[src/rtl/ase_fifo_rr_drain_if.sv]
// Signal bundle between the round-robin drain scheduler, its source FIFOs and
// the shared downstream channel.
interface ase_fifo_rr_drain_if #(
   parameter int NUM_REQ    = 4,
   parameter int DATA_WIDTH = 64,
   parameter int SRC_W      = ($clog2(NUM_REQ) > 1) ? $clog2(NUM_REQ) : 1
);
   logic [NUM_REQ-1:0]            fifo_empty;
   logic [NUM_REQ-1:0]            fifo_rd_en;
   logic [NUM_REQ*DATA_WIDTH-1:0] fifo_data_out;
   logic [NUM_REQ-1:0]            fifo_data_out_v;
   logic                          out_alm_full;
   logic                          out_valid;
   logic [DATA_WIDTH-1:0]         out_data;
   logic [SRC_W-1:0]              out_src;
   logic [15:0]                   miss_cnt;
   logic                          err_proto;

   modport master (
      input  fifo_empty, fifo_data_out, fifo_data_out_v, out_alm_full,
      output fifo_rd_en, out_valid, out_data, out_src, miss_cnt, err_proto
   );

   modport slave (
      output fifo_empty, fifo_data_out, fifo_data_out_v, out_alm_full,
      input  fifo_rd_en, out_valid, out_data, out_src, miss_cnt, err_proto
   );
endinterface

[src/rtl/ase_fifo_rr_drain.sv]
// Bounded-burst round-robin drain of NUM_REQ FIFOs onto one downstream channel,
// tracking the single in-flight read and counting reads that return nothing.
module ase_fifo_rr_drain #(
   parameter int NUM_REQ    = 4,
   parameter int DATA_WIDTH = 64,
   parameter int MAX_BURST  = 4,
   parameter int SRC_W      = ($clog2(NUM_REQ) > 1) ? $clog2(NUM_REQ) : 1
) (
   input  logic                clk,
   input  logic                rst_n,
   ase_fifo_rr_drain_if.master bus
);
   localparam int BURST_W = ($clog2(MAX_BURST) > 1) ? $clog2(MAX_BURST) : 1;
   localparam logic [BURST_W-1:0] BURST_LAST = BURST_W'(MAX_BURST - 1);

   localparam logic [1:0] ST_IDLE  = 2'd0;
   localparam logic [1:0] ST_GRANT = 2'd1;
   localparam logic [1:0] ST_STALL = 2'd2;

   logic [1:0]            rst_sync_q, rst_sync_d;
   logic                  rst_int_n;
   logic [1:0]            state_q, state_d;
   logic [SRC_W-1:0]      rr_ptr_q, rr_ptr_d;
   logic [SRC_W-1:0]      cur_q, cur_d;
   logic [BURST_W-1:0]    burst_cnt_q, burst_cnt_d;
   logic                  pend_v_q, pend_v_d;
   logic [SRC_W-1:0]      pend_src_q, pend_src_d;
   logic                  out_valid_q, out_valid_d;
   logic [DATA_WIDTH-1:0] out_data_q, out_data_d;
   logic [SRC_W-1:0]      out_src_q, out_src_d;
   logic [15:0]           miss_cnt_q, miss_cnt_d;
   logic                  err_q, err_d;

   logic [SRC_W-1:0]      idx;
   logic [SRC_W-1:0]      winner;
   logic                  any_elig;
   logic                  rd_issue;
   logic [NUM_REQ-1:0]    rd_en;
   logic [NUM_REQ-1:0]    pend_onehot;
   logic                  hit;
   logic                  stray;

   // NOTE: reset asserts asynchronously but releases through two flops, so no
   // state flop ever sees rst removal close to a clock edge.
   always_comb begin
      rst_sync_d = {rst_sync_q[0], 1'b1};
   end

   always_ff @(posedge clk or negedge rst_n) begin
      if (!rst_n) rst_sync_q <= 2'b00;
      else        rst_sync_q <= rst_sync_d;
   end

   assign rst_int_n = rst_sync_q[1];

   // NOTE: every signal gets a default at the top of each always_comb so no
   // path leaves it unassigned and no latch is inferred.
   always_comb begin
      idx      = '0;
      winner   = '0;
      any_elig = 1'b0;
      for (int k = 0; k < NUM_REQ; k++) begin
         idx = SRC_W'((int'(rr_ptr_q) + k) % NUM_REQ);
         if (!any_elig && !bus.fifo_empty[idx]) begin
            any_elig = 1'b1;
            winner   = idx;
         end
      end
   end

   always_comb begin
      state_d     = state_q;
      rr_ptr_d    = rr_ptr_q;
      cur_d       = cur_q;
      burst_cnt_d = burst_cnt_q;
      rd_issue    = 1'b0;
      case (state_q)
         ST_IDLE: begin
            if (!bus.out_alm_full && any_elig) begin
               cur_d       = winner;
               burst_cnt_d = '0;
               state_d     = ST_GRANT;
            end
         end
         ST_GRANT: begin
            rd_issue = !bus.fifo_empty[cur_q] && !bus.out_alm_full;
            if (rd_issue) burst_cnt_d = burst_cnt_q + 1'b1;
            if (bus.out_alm_full) begin
               state_d = ST_STALL;
            end else if (bus.fifo_empty[cur_q] || (rd_issue && burst_cnt_q == BURST_LAST)) begin
               rr_ptr_d = SRC_W'((int'(cur_q) + 1) % NUM_REQ);
               state_d  = ST_IDLE;
            end
         end
         ST_STALL: begin
            if (!bus.out_alm_full) state_d = ST_GRANT;
         end
         default: state_d = ST_IDLE;
      endcase
   end

   // Raw rst_n also gates the strobe so no read escapes before the
   // synchronised reset reaches the state flops.
   always_comb begin
      rd_en = '0;
      if (rd_issue && rst_n) rd_en[cur_q] = 1'b1;
      pend_v_d   = |rd_en;
      pend_src_d = cur_q;
   end

   assign bus.fifo_rd_en = rd_en;

   always_comb begin
      pend_onehot             = '0;
      pend_onehot[pend_src_q] = 1'b1;
      hit   = pend_v_q && bus.fifo_data_out_v[pend_src_q];
      stray = pend_v_q ? |(bus.fifo_data_out_v & ~pend_onehot) : |bus.fifo_data_out_v;
      err_d       = err_q | stray;
      out_valid_d = hit && !stray;
      out_data_d  = out_data_q;
      out_src_d   = out_src_q;
      if (out_valid_d) begin
         out_data_d = bus.fifo_data_out[int'(pend_src_q)*DATA_WIDTH +: DATA_WIDTH];
         out_src_d  = pend_src_q;
      end
      // A stale empty flag turns a read into a no-data return; count, don't flag.
      miss_cnt_d = miss_cnt_q;
      if (pend_v_q && !bus.fifo_data_out_v[pend_src_q] && miss_cnt_q != 16'hFFFF)
         miss_cnt_d = miss_cnt_q + 16'd1;
   end

   // NOTE: sequential state uses non-blocking assignments only, so every flop
   // samples the pre-edge value of every other flop.
   always_ff @(posedge clk or negedge rst_int_n) begin
      if (!rst_int_n) begin
         state_q     <= ST_IDLE;
         rr_ptr_q    <= '0;
         cur_q       <= '0;
         burst_cnt_q <= '0;
         pend_v_q    <= 1'b0;
         pend_src_q  <= '0;
         out_valid_q <= 1'b0;
         out_data_q  <= '0;
         out_src_q   <= '0;
         miss_cnt_q  <= '0;
         err_q       <= 1'b0;
      end else begin
         state_q     <= state_d;
         rr_ptr_q    <= rr_ptr_d;
         cur_q       <= cur_d;
         burst_cnt_q <= burst_cnt_d;
         pend_v_q    <= pend_v_d;
         pend_src_q  <= pend_src_d;
         out_valid_q <= out_valid_d;
         out_data_q  <= out_data_d;
         out_src_q   <= out_src_d;
         miss_cnt_q  <= miss_cnt_d;
         err_q       <= err_d;
      end
   end

   assign bus.out_valid = out_valid_q;
   assign bus.out_data  = out_data_q;
   assign bus.out_src   = out_src_q;
   assign bus.miss_cnt  = miss_cnt_q;
   assign bus.err_proto = err_q;
endmodule

[src/flat_wrapper.sv]
// flat-port wrapper written by rule: the top's interface ports become plain ports
module ase_fifo_rr_drain_flat 
#(
   parameter int NUM_REQ    = 4,
   parameter int DATA_WIDTH = 64,
   parameter int MAX_BURST  = 4,
   parameter int SRC_W      = ($clog2(NUM_REQ) > 1) ? $clog2(NUM_REQ) : 1
)
  (clk, rst_n, bus_fifo_empty, bus_fifo_data_out, bus_fifo_data_out_v, bus_out_alm_full, bus_fifo_rd_en, bus_out_valid, bus_out_data, bus_out_src, bus_miss_cnt, bus_err_proto);
  ase_fifo_rr_drain_if #(.NUM_REQ(NUM_REQ), .DATA_WIDTH(DATA_WIDTH), .SRC_W(SRC_W)) bus_i ();
  input  logic clk;
  input  logic rst_n;
  input wire logic [$bits(bus_i.fifo_empty)-1:0] bus_fifo_empty;
  input wire logic [$bits(bus_i.fifo_data_out)-1:0] bus_fifo_data_out;
  input wire logic [$bits(bus_i.fifo_data_out_v)-1:0] bus_fifo_data_out_v;
  input wire logic [$bits(bus_i.out_alm_full)-1:0] bus_out_alm_full;
  output wire logic [$bits(bus_i.fifo_rd_en)-1:0] bus_fifo_rd_en;
  output wire logic [$bits(bus_i.out_valid)-1:0] bus_out_valid;
  output wire logic [$bits(bus_i.out_data)-1:0] bus_out_data;
  output wire logic [$bits(bus_i.out_src)-1:0] bus_out_src;
  output wire logic [$bits(bus_i.miss_cnt)-1:0] bus_miss_cnt;
  output wire logic [$bits(bus_i.err_proto)-1:0] bus_err_proto;
  assign bus_i.fifo_empty = bus_fifo_empty;
  assign bus_i.fifo_data_out = bus_fifo_data_out;
  assign bus_i.fifo_data_out_v = bus_fifo_data_out_v;
  assign bus_i.out_alm_full = bus_out_alm_full;
  assign bus_fifo_rd_en = bus_i.fifo_rd_en;
  assign bus_out_valid = bus_i.out_valid;
  assign bus_out_data = bus_i.out_data;
  assign bus_out_src = bus_i.out_src;
  assign bus_miss_cnt = bus_i.miss_cnt;
  assign bus_err_proto = bus_i.err_proto;
  ase_fifo_rr_drain #(.NUM_REQ(NUM_REQ), .DATA_WIDTH(DATA_WIDTH), .MAX_BURST(MAX_BURST), .SRC_W(SRC_W)) u_core (.clk(clk), .rst_n(rst_n), .bus(bus_i));
endmodule
[config.mk]
export PLATFORM = sky130hd
export DESIGN_NAME = ase_fifo_rr_drain_flat
export DESIGN_NICKNAME = d
export VERILOG_FILES = /design/src/rtl/ase_fifo_rr_drain_if.sv /design/src/rtl/ase_fifo_rr_drain.sv /design/src/flat_wrapper.sv
export SDC_FILE = /design/constraint.sdc
export NUM_CORES = 1
export LEC_CHECK = 0
export ABC_AREA = 1
export CAP_MARGIN = 0
export CORE_AREA = 3 3 138 140
export DETAILED_ROUTE_END_ITERATION = 12
export DIE_AREA = 0 0 141 143
export DONT_BUFFER_PORTS = 1
export SYNTH_ARGS = -nofsm -noshare
export SYNTH_HDL_FRONTEND = slang
export SYNTH_SLANG_ARGS = --single-unit
[constraint.sdc]
create_clock -name clk -period 8.4 [get_ports clk]
set_input_delay 2.52 -clock clk [delete_from_list [all_inputs] [get_ports clk]]
set_output_delay 2.52 -clock clk [all_outputs]
set_load 0.02 [all_outputs]
==> flow_summary.yaml <==
drt:
  drt_first_pass_iters: 5
  antenna_violating_nets_post_route: 0
  drcViolationCount: 0
  drt_iter0_markers: 408
  vias: 5509
  routed_wire_length_per_instance_um: 19.4
  routed_via_density: 5.64
  aggregate_routed_wire_length_mm: 19.0
global_route:
  met3_usage_pct: 5.69
  groute.layer.met2.usage_pct: 28.8
  grt_pass1_vias: 4822
  globalRouteOverflowTotal: 0
  globalRouteTotalUtil_pct: 17.2
  gr-max-usage-layer: "met2"
  grt_start_max_net_pins: 92
  grt_pass1_wl_mm: 26.9
  initial_antenna_violation_count: 0
  grtUsageMet1_pct: 21.8
placed_design:
  io_buffer_count: 0
  finalWeightedCongestion: 0.856
  placed_cell_area_um2: 6010
  hpwl_mm: 14.1
die:
  design.portCount: 355
  placeableCoreArea_um2: 18000
  full_die_area_um2: 20200
  chipHeight_um: 143
  die_w_um: 141
  std_cell_rows: 49
  start_util_pct: 32.9
cts:
  clk_path_buf_depth: 2
  cts_buffers: 9
  clk_latency_ps: 340
  cts_sinks: 97
  cts_tree: "done"
  cts-root-buf: "clkbuf_16"
  post_cts_resize_count: 0
  post_cts.repair.setup_buffers: 0
  htreeDepth: 3
  cts_hold_buf: 0
  cts.clk_slew.worst_paths_ps: 70
sta:
  worst-slew-pin-transition_ps: 831
  timing.final.crit_period_ps: 5860
  rsz0062_at_grt: "no"
  final-setup-viol-count: 0
  worst_clock_skew_ps: 7.05
  final_hold_fails: 0
  max_slew_margin_pct: 44.5
  final_min_period_over_clock_period_pct: 69.7
  slew_violations: 0
  fin_tns_setup_ps: 0
  fmaxAchievable_ghz: 0.171
  whs_ps: 348
critical_path:
  slowest_stage: "nor2_1"
  cpPeakStageDelay_ps: 370
  critical_path_required_time_ps: 5880
  cp-end-kind: "output port"
  critical_path_class: "input port to output port"
  arrival_time_of_data_at_the_critical_path_endpoint_ps: 3340
  crit_path_start_kind: "input port"
  cp_max_fo: 5
  crit_path_cell_trace: "nand2_1, nand3_1, nand2_1, nand3_1, nor2_1"
  ff2ff_setup_slack_ps: 4740
yosys:
  post_synth.cell_area_avg_um2: 7.54
  synthesis.area_um2: 5910
  synthesis.yosys.warnings: 0
  synth.area.top_cells: "dfrtp_1 (41%), nand3_1 (13%), nand2_1 (10%)"
  synth_top_area_cell: "dfrtp_1"
  register_bit_total_from_synthesis: 97
  synth.net_count: 1056
  synthesis.instances: 783
  synth.top_cell.area_share_pct: 41.1
  yosysSeqAreaShare_pct: 41.1
  synth.distinct_cells: 26
final_layout:
  final_area_um2: 6340
  drive_above_1_share_pct: 4.42
  syn2layout_area_growth_pct: 7.31
  fin_nets: 1015
  antenna_cells_inserted: 0
power:
  power_density_nw_per_um2: 335
  p_leak_nw: 2.79
  power.ir.vdd_worst_v: 0.000170
min_path:
  min-delay-path-class: "flip-flop to asynchronous set/reset pin"
status:
  status: "complete, no violations"
run:
  reported_max_cap_violation_count: 0
critical path: cells and delay by family:
family           cells  cell delay [ps]
and+or+nand+nor      5              800
cell usage after synthesis:
cell type / instances
buf_2: 30
nor2_1: 19
nand2_2: 1
a21oi_2: 1
buf_6: 1
xor2_1: 13
nor3_1: 6
nand2_1: 162
dfrtp_1: 97
inv_1: 39
a21oi_1: 4
inv_2: 3
buf_1: 4
nor2_2: 2
ha_1: 6
nand3_1: 157
nor4_1: 1
a22oi_1: 64
nand4_1: 9
conb_1: 1
o21ai_0: 3
a41oi_1: 1
clkbuf_1: 25
and3_1: 64
o21ai_1: 69
clkinv_1: 1
registers in the layout (all words and copies together) (netlist names):
| register | count |
|---|---|
| u_core.burst_cnt_q | 2 |
| u_core.bus.err_proto | 1 |
| u_core.bus.miss_cnt | 16 |
| u_core.bus.out_data | 64 |
| u_core.bus.out_src | 2 |
| u_core.bus.out_valid | 1 |
| u_core.cur_q | 2 |
| u_core.pend_src_q | 2 |
| u_core.pend_v_q | 1 |
| u_core.rr_ptr_q | 2 |
| u_core.rst_sync_q | 2 |
| u_core.state_q | 2 |
cell type report:
cell class / instances / area, um2
Sequential cell: 97 / 2440
Fill cell: 1896 / 11600
Tap cell: 229 / 287
Multi-Input combinational cell: 583 / 3060
Timing Repair Buffer: 8 / 60.1
Clock inverter: 4 / 75.1
Clock buffer: 12 / 256
Inverter: 43 / 161
where the power goes:
group	total, mW	leakage [nW]	switching (mW)	internal (mW)
clock	0.451	0.155	0.174	0.277
sequential	0.756	1.27	0.210	0.546
combinational	0.917	1.36	0.591	0.326
total	2.12	2.79	0.975	1.15
cells in the final DEF, fill, tap and decap left out, drive strengths merged, types with 6 or more instances in the layout:
master / Yosys / final
nand2: 163 / 163
dfrtp: 97 / 97
xor2: 13 / 13
nand4: 9 / 9
clkbuf: 25 / 12
buf: 35 / 8
and3: 64 / 64
nand3: 157 / 157
ha: 6 / 6
nor2: 21 / 21
nor3: 6 / 6
o21ai: 72 / 72
a22oi: 64 / 64
inv: 42 / 42
per-stage QoR:
stage	std cells	utilization [%]	power [mW]	setup slack (ps)
3_5_place_dp	960	33.4	1.68	2530
3_3_place_gp	960	33.4	1.67	2530
2_1_floorplan	783	-	1.45	2660
6_report	976	35.3	2.12	2540
4_1_cts	976	35.3	2.15	2530
5_1_grt	976	35.3	2.28	2400
routing by layer:
layer / vias up / wire length (um)
li1: 2641 / -
met1: 2584 / 7830
met3: 12 / 1670
met5: - / 0
met4: 0 / 203
met2: 272 / 9280
worst paths after layout:
path / from / end / cells after the start
min in group clk: u_core.rst_sync_q[0] / u_core.rst_sync_q[1] / 0
worst max-delay path: bus_fifo_empty[3] / bus_fifo_rd_en[2] / 5
worst max register to register: u_core.pend_src_q[0] / u_core.bus.out_src[1] / 13
max in group asynchronous: rst_n / u_core.rst_sync_q[1] / 0
worst min register to register: u_core.rst_sync_q[1] / u_core.burst_cnt_q[1] / 0
worst min-delay path: u_core.rst_sync_q[1] / u_core.burst_cnt_q[1] / 0
cells by family after synthesis:
| kind of cell | after synthesis | share of synthesized area (%) |
|---|---|---|
| flip-flops | 97 | 41.1 |
| AND/OR/NAND/NOR | 421 | 33.5 |
| buffers and inverters | 103 | 7.31 |
| XOR/XNOR | 13 | 1.93 |
| adder cells (fa/ha/maj) | 6 | 1.27 |
| AO/OA/AOI/OAI | 142 | 14.9 |
| other | 1 | 0.0635 |
Power figures use the tool's default switching activity.
